`src/rtl/param_multimode_pingpong_counter.sv`:
```
// Bounded up/down counter with ping-pong, wrap-up, wrap-down and saturate modes,
// synchronous load and a registered one-cycle boundary pulse (turn).
module param_multimode_pingpong_counter #(
   parameter int WIDTH  = 8,
   parameter int STEP_W = 4
) (
   input  logic              clk,
   input  logic              rst_n,
   input  logic              enable,
   input  logic              flip,
   input  logic              load,
   input  logic [WIDTH-1:0]  load_val,
   input  logic [1:0]        mode,
   input  logic [STEP_W-1:0] step,
   input  logic [WIDTH-1:0]  max,
   input  logic [WIDTH-1:0]  min,
   output logic              direction,
   output logic [WIDTH-1:0]  out,
   output logic              turn
);

   localparam int XW = WIDTH + 1;

   localparam logic [1:0] MODE_PINGPONG  = 2'b00;
   localparam logic [1:0] MODE_WRAP_UP   = 2'b01;
   localparam logic [1:0] MODE_WRAP_DOWN = 2'b10;
   localparam logic [1:0] MODE_SATURATE  = 2'b11;

   logic [XW-1:0]    out_x;
   logic [XW-1:0]    min_x;
   logic [XW-1:0]    max_x;
   logic [XW-1:0]    step_x;
   logic [XW-1:0]    up_sum;
   logic [XW-1:0]    down_floor;
   logic [XW-1:0]    down_diff;
   logic [WIDTH-1:0] up_val;
   logic [WIDTH-1:0] down_val;
   logic             invalid;
   logic             dir_eff;
   logic             hit;
   logic             at_bound;

   logic [WIDTH-1:0] out_d;
   logic             dir_d;
   logic             turn_d;

   // One extra bit keeps out+step and min+step exact, so clamping never sees a wrapped sum.
   assign out_x      = {1'b0, out};
   assign min_x      = {1'b0, min};
   assign max_x      = {1'b0, max};
   assign step_x     = {{(XW-STEP_W){1'b0}}, step};
   assign up_sum     = out_x + step_x;
   assign down_floor = min_x + step_x;
   assign down_diff  = out_x - step_x;

   assign up_val   = (up_sum >= max_x)     ? max : up_sum[WIDTH-1:0];
   assign down_val = (out_x <= down_floor) ? min : down_diff[WIDTH-1:0];

   assign invalid = (max <= min) || (out < min) || (out > max) || (step == '0);

   // Flip takes effect on the same edge, so the step is computed in the flipped direction.
   assign dir_eff  = flip ? ~direction : direction;
   assign hit      = dir_eff ? (up_val == max) : (down_val == min);
   assign at_bound = dir_eff ? (out == max) : (out == min);

   always_comb begin
      out_d  = out;
      dir_d  = direction;
      turn_d = 1'b0;
      if (load) begin
         out_d = load_val;
      end else if (!enable || invalid) begin
         out_d = out;
      end else begin
         case (mode)
            MODE_WRAP_UP: begin
               dir_d = 1'b1;
               if (out == max) begin
                  out_d  = min;
                  turn_d = 1'b1;
               end else begin
                  out_d = up_val;
               end
            end
            MODE_WRAP_DOWN: begin
               dir_d = 1'b0;
               if (out == min) begin
                  out_d  = max;
                  turn_d = 1'b1;
               end else begin
                  out_d = down_val;
               end
            end
            MODE_PINGPONG: begin
               out_d = dir_eff ? up_val : down_val;
               dir_d = dir_eff;
               if (hit) begin
                  dir_d  = ~dir_eff;
                  turn_d = 1'b1;
               end
            end
            MODE_SATURATE: begin
               out_d = dir_eff ? up_val : down_val;
               dir_d = dir_eff;
               // Pulse only on arrival; sitting at the bound afterwards is silent.
               turn_d = hit && !at_bound;
            end
            default: begin
               out_d = out;
            end
         endcase
      end
   end

   always_ff @(posedge clk or negedge rst_n) begin
      if (!rst_n) begin
         out       <= '0;
         direction <= 1'b1;
         turn      <= 1'b0;
      end else begin
         out       <= out_d;
         direction <= dir_d;
         turn      <= turn_d;
      end
   end

endmodule
```
`config.mk`:
```
export PLATFORM = sky130hd
export DESIGN_NAME = param_multimode_pingpong_counter
export DESIGN_NICKNAME = d
export VERILOG_FILES = /design/src/rtl/param_multimode_pingpong_counter.sv
export SDC_FILE = /design/constraint.sdc
export NUM_CORES = 1
export LEC_CHECK = 0
export ABC_AREA = 1
export CAP_MARGIN = 10
export CORE_UTILIZATION = 50
export CTS_CLUSTER_SIZE = 12
export DETAILED_ROUTE_END_ITERATION = 8
export GPL_TIMING_DRIVEN = 0
export PLACE_DENSITY = 0.81
export SKIP_LAST_GASP = 1
export SYNTH_ARGS = -nofsm -noshare
export SYNTH_HDL_FRONTEND = slang
export SYNTH_SLANG_ARGS = --single-unit
export TNS_END_PERCENT = 20
```
`constraint.sdc`:
```
create_clock -name clk -period 5.1 [get_ports clk]
set_input_delay 0.765 -clock clk [delete_from_list [all_inputs] [get_ports clk]]
set_output_delay 0.765 -clock clk [all_outputs]
set_load 0.03 [all_outputs]
```
==> flow_metrics.tcl, run 1 <==
set metrics [dict create \
    outcome "finished, final reports clean" \
    seq_area_um2 251 \
    start_util_pct 52.0 \
    multi_input_comb_area_um2 2670 \
    final_cell_mix "nand2_1, inv_1, ha_1, clkdlybuf4s50_1, nand4_1" \
    hp-start "out[0]$_DFFE_PN0P_" \
    io_buffers 44 \
    final_common_cell "nand2_1" \
    hold_class "flip-flop to flip-flop" \
    wl_um 10700 \
    ant_nets 0 \
    first_iter_violations 287 \
    fmax_mhz 231 \
    layout-drive-gt1-share_pct 7.69 \
    skew_ns 0.00186 \
    die_x_um 83.5 \
    holdPathStages 2 \
    tns_ns 0 \
    grt_usage_pct 31.1 \
    via_per_inst 5.83 \
    syn_inst 550 \
    core_area_um2 6390 \
    diodes 0 \
    worstReg2RegStart "out[3]$_DFFE_PN0P_" \
    wl_per_cell_um 15.8 \
    holdPathEnd "out[0]$_DFFE_PN0P_" \
    worstPathRequired_ns 5.22 \
    hpwl_um 8750 \
    num_rows 29 \
    peakVddDrop_mv 0.237 \
    reg2regPathDepth 24 \
    cts_sinks 10 \
    rrSetupSlack_ns 1.38 \
    yosysUniqueCellTypes 41 \
    period_share_pct 84.8 \
    cts_htree_levels 1 \
    syn-num-nets 644 \
    setup_violations 0 \
    fin_nets 693 \
    nFillCells 633 \
    die_y_um 83.5 \
    antenna_found_initial 0 \
    synth_sequential_area_ratio_pct 7.58 \
    final_core_util_pct 61.2 \
    clk_root_buffer_cell "clkbuf_8" \
    end_kind "flip-flop" \
    area_delta_synth_final_pct 17.8 \
    ys_ff_latch 10 \
    pwr_density_cell_nw_per_um2 342 \
    syn-mean-instance-area_um2 6.03 \
    drc 0 \
    io_pins 45 \
    synth_edf_count 0 \
    place_congestion 0.930 \
    r2r_end "turn$_DFF_PN0_" \
    cts_setup_buffers 0 \
    syn_area_um2 3320 \
    async_flop_share_pct 100 \
    tightest_slew_ns 0.582 \
    cts_buffer_depth 2 \
    rsz0062_at_grt "no" \
    fin_crit_ns 4.32 \
    slew_violations 0 \
    firstDrtPassIters 5 \
    critPathMaxFanout 10 \
    grt_max_degree 12 \
    maxSlewHeadroom_pct 60.9 \
    synth_ff_type "dfrtp_1" \
    cts_resized 0 \
    hold_violations 0 \
    yosys_warnings 0 \
    startpoint_type "primary input" \
    maxCapViolCount 0 \
    crit_arrival_ns 4.45 \
    vias 3937 \
    grt_pass1_vias 3563 \
    worstSkewPairLatency_ns 0.24 \
    postCtsHoldBufs 0 \
    tritoncts "built" \
    grt_pass1_wl_um 17300 \
    layoutNonFillerInstCount 675 \
    clk_pin_slew_ns 0.05 \
    cts_buffers 3 \
    dp_cells 671 \
    worstSetupPathType "primary input to flip-flop" \
    leakagePower_nw 2.09 \
    overflow 0 \
    dieArea_um2 6970 \
]
==> through the flow <==
stage | hold slack (ns) | setup slack (ns) | power, W | instance area [um2]
detailed placement | 0.599 | 0.550 | 0.00121 | 3850
finish | 0.635 | 0.775 | 0.00134 | 3910
CTS | 0.616 | 0.805 | 0.00132 | 3910
global route | 0.640 | 0.493 | 0.00147 | 3910
global placement | 0.602 | 0.603 | 0.00119 | 3850
floorplan | 0.469 | 1.66 | 0.000911 | 3320
==> layer usage <==
layer	routed length (um)	part of all wire [%]	vias to the layer above	global-route usage, %
met1	4620	43	1769	42.4
met5	0	0	-	0
met4	411	3.8	0	12.0
met2	4610	43	216	49.5
li1	-	-	1922	-
met3	1050	9.8	30	4.55
==> synthesized netlist by cell type, types with 4 or more instances <==
| master | number | area, um2 |
|---|---|---|
| inv_1 | 74 | 278 |
| buf_6 | 4 | 45.0 |
| o21ai_1 | 10 | 50.1 |
| a21oi_1 | 31 | 155 |
| nand2_1 | 172 | 646 |
| ha_1 | 56 | 701 |
| nor2_1 | 36 | 135 |
| clkbuf_1 | 4 | 15.0 |
| o21ai_2 | 7 | 61.3 |
| dfrtp_1 | 9 | 225 |
| nand3_1 | 26 | 130 |
| nand2_2 | 5 | 31.3 |
| nand4_1 | 37 | 231 |
| buf_2 | 6 | 30.0 |
| xor2_1 | 4 | 35.0 |
| o21ai_0 | 30 | 150 |
| xnor2_1 | 4 | 35.0 |
==> area by class of cell <==
type | count | share of cell area, %
Buffer | 15 | 2.50
Clock buffer | 4 | 1.41
Inverter | 79 | 7.58
Multi-Input combinational cell | 446 | 68.4
Sequential cell | 10 | 6.43
Tap cell | 77 | 2.46
Timing Repair Buffer | 44 | 11.3
==> state kept, by name, indices dropped and copies added (netlist names) <==
signal     cells
turn           1
out            8
direction      1
==> power breakdown <==
part | leakage, nW | switching (W) | internal, W | total (W)
Combinational | 1.94 | 0.000688 | 0.000395 | 0.00108
Clock | 0.0288 | 0.0000322 | 0.0000679 | 0.000100
Sequential | 0.122 | 0.0000549 | 0.000101 | 0.000156
Total | 2.09 | 0.000775 | 0.000564 | 0.00134
==> cell families (layout without fill, tap and decap cells) <==
family,after synthesis,count (layout),share of synthesized area [%]
AOI/OAI and AO/OA,92,92,16.6
xor gates and xnor gates,10,10,3.09
adders and majority gates,59,59,22.9
buffers and inverters,94,142,11.9
DFF,10,10,7.58
and+or+nand+nor,285,285,38.0
==> critical path: stages <==
cell             delay [ns]
clkdlybuf4s50_1        0.54
ha_1                   0.28
fa_1                   0.41
nand3_1                0.10
nand2_1                0.09
xor2_1                 0.15
ha_1                   0.29
nand2_1                0.07
nor2_1                 0.14
nand2_1                0.06
nand3_1                0.07
nand2_1                0.06
nand2_1                0.05
nand2_1                0.06
nand2_2                0.12
nand2_4                0.09
buf_6                  0.14
o21ai_0                0.34
nand2_1                0.08
o21ai_0                0.08
o21ai_1                0.08
nand2_1                0.07
nand2_1                0.11
nand2_1                0.10
nand2_1                0.06
==> how the worst max path moves through the flow <==
stage                        from                  to  slack, ns
final                      min[0]  out[2]$_DFFE_PN0P_       0.78
after global routing      step[0]      turn$_DFF_PN0_       0.49
after CTS                 step[0]      turn$_DFF_PN0_       0.80
after detailed placement  step[0]      turn$_DFF_PN0_       0.55
after global placement    step[0]      turn$_DFF_PN0_       0.60
after floorplan           step[0]      turn$_DFF_PN0_       1.66
(Power assumes the default switching activity.)
==> run 2, diff against run 1 <==
- clock period: 5.1 -> 4.1 ns (I/O delays scaled with it)
==> run 2 against run 1 <==
Net effect:
- sequential share of layout area fell by 0.11 points
- clock-buffer cell count did not move
- die area did not move
- critical endpoint unchanged
- via count rose by 0.69%
- global-route usage did not move
- design area rose by 1.8%
- sequential cell count did not move
- hold slack improved by 0.0012 ns
- clock power rose by 25%
- power rose by 28%
- combinational power rose by 29%
- cell count rose by 0.44%
==> flow_metrics.tcl, run 2 (synthesis gave the netlist of run 1 again) <==
set metrics [dict create \
    worstPathRequired_ns 4.22 \
    die_y_um 83.5 \
    wl_um 10800 \
    io_buffers 44 \
    holdPathStages 2 \
    fin_nets 696 \
    leakagePower_nw 2.15 \
    tns_ns 0 \
    nFillCells 624 \
    drc 0 \
    cts_buffer_depth 2 \
    r2r_end "out[2]$_DFFE_PN0P_" \
    start_util_pct 52.0 \
    cp_slowest_cell "clkdlybuf4s50_1" \
    fmax_mhz 256 \
    num_rows 29 \
    critical_path.max_stage_delay_ns 0.51 \
    rrSetupSlack_ns 0.49 \
    area_delta_synth_final_pct 19.9 \
    via_per_inst 5.85 \
    layoutNonFillerInstCount 678 \
    worstSkewPairLatency_ns 0.24 \
    period_share_pct 95.1 \
    wl_per_cell_um 15.9 \
    multi_input_comb_area_um2 2710 \
    crit_buf_inv 6 \
    maxSlewHeadroom_pct 59.8 \
    hpwl_um 8750 \
    clk_root_buffer_cell "clkbuf_8" \
    grt_usage_pct 31.1 \
    layout-drive-gt1-share_pct 8.99 \
    diodes 0 \
    tightest_slew_ns 0.599 \
    final_common_cell "nand2_1" \
    finalPower_w 0.00171 \
    overflow 0 \
    startpoint_type "primary input" \
    dp_cells 671 \
    end_kind "flip-flop" \
    cts_buffers 3 \
    cts_sinks 10 \
    cts_htree_levels 1 \
    hold_class "flip-flop to flip-flop" \
    skew_ns 0.00191 \
    rsz0062_at_grt "yes" \
    startpoint "step[3]" \
    maxCapViolCount 0 \
    hold_violations 0 \
    seq_area_um2 251 \
    hp-start "out[0]$_DFFE_PN0P_" \
    grt_pass1_wl_um 17300 \
    setup_violations 0 \
    core_area_um2 6390 \
    largest_reg_flops 8 \
    antenna_found_initial 0 \
    slew_violations 0 \
    place_congestion 0.930 \
    crit_family "simple AND/OR/NAND/NOR gates" \
    fin_area_um2 3980 \
    fin_crit_ns 3.90 \
    peakVddDrop_mv 0.295 \
    tritoncts "built" \
    vias 3964 \
    crit_arrival_ns 4.02 \
    outcome "finished, final reports clean" \
    ant_nets 0 \
    worst_path_most_repeated_cell "nand2_1" \
    die_x_um 83.5 \
    postCtsHoldBufs 0 \
    io_pins 45 \
    dpl-instance-area_um2 3850 \
    clk_pin_slew_ns 0.05 \
    worstReg2RegStart "out[3]$_DFFE_PN0P_" \
    critPathMaxFanout 10 \
    top_regs "out (8), direction (1), turn (1)" \
    regMostFlops "out" \
    final_cell_mix "nand2_1, inv_1, ha_1, clkdlybuf4s50_1, nand4_1" \
    grt_pass1_vias 3563 \
    reg2regPathDepth 24 \
    first_iter_violations 275 \
    firstDrtPassIters 5 \
    dieArea_um2 6970 \
    worstSetupPathType "primary input to flip-flop" \
    grt_max_degree 12 \
    holdPathEnd "out[0]$_DFFE_PN0P_" \
    pwr_density_cell_nw_per_um2 430 \
]
run 2: cell types whose count changed in the layout (fill, tap and decap cells not counted), sizes merged:
cell	delta
clkdlybuf4s50	-4
buf	+3
dlymetal6s2s	+4
run 2: routing by layer:
| layer | wire length, um | track usage, % | up-vias |
|---|---|---|---|
| met5 | 0 | 0 | - |
| met4 | 393 | 12.0 | 0 |
| met3 | 962 | 4.55 | 31 |
| met2 | 4680 | 49.5 | 209 |
| met1 | 4720 | 42.4 | 1789 |
| li1 | - | - | 1935 |
run 2: through the flow:
stage | hold WS, ns | utilization, % | worst slack (ns)
finish | 0.636 | 62.3 | 0.199
global route | 0.645 | 62.3 | -0.0304
CTS | 0.616 | 61.3 | -0.00908
detailed placement | 0.599 | 60.4 | -0.300
global placement | 0.602 | 60.4 | -0.247
floorplan | 0.319 | - | 0.807
run 2: cell type report:
cell class / instances / share of cell area [%]
buffer: 15 / 2.45
clock buffer: 4 / 1.38
inverter: 79 / 7.45
multi-input combinational: 446 / 68.1
sequential: 10 / 6.32
tap: 77 / 2.42
timing repair buffer: 47 / 11.9
run 2: worst min-delay path: stages, from the launching register on:
cell and delay, ns:
dfrtp_1 0.46, nand2_1 0.08, nand2_1 0.06
run 2: where the power goes:
group	total, W	switching [W]	internal (W)
logic	0.00139	0.000876	0.000516
registers	0.000194	0.0000681	0.000126
clock network	0.000125	0.0000400	0.0000845
run 2: repair_timing:
action / CTS / global route
pin swaps: 0 / 2
endpoints found under the setup margin: 2 / 10
resized for setup: 1 / 15
setup buffers: 0 / 3
gates cloned: 0 / 0
run 2: how the worst max path moves through the flow:
stage | endpoint | slack (ns) | cells past startpoint
after detailed placement | turn$_DFF_PN0_ | -0.30 | 25
final | out[2]$_DFFE_PN0P_ | 0.20 | 26
after global placement | turn$_DFF_PN0_ | -0.25 | 25
after floorplan | turn$_DFF_PN0_ | 0.81 | 24
after CTS | out[2]$_DFFE_PN0P_ | -0.009 | 25
after global routing | out[0]$_DFFE_PN0P_ | -0.03 | 24
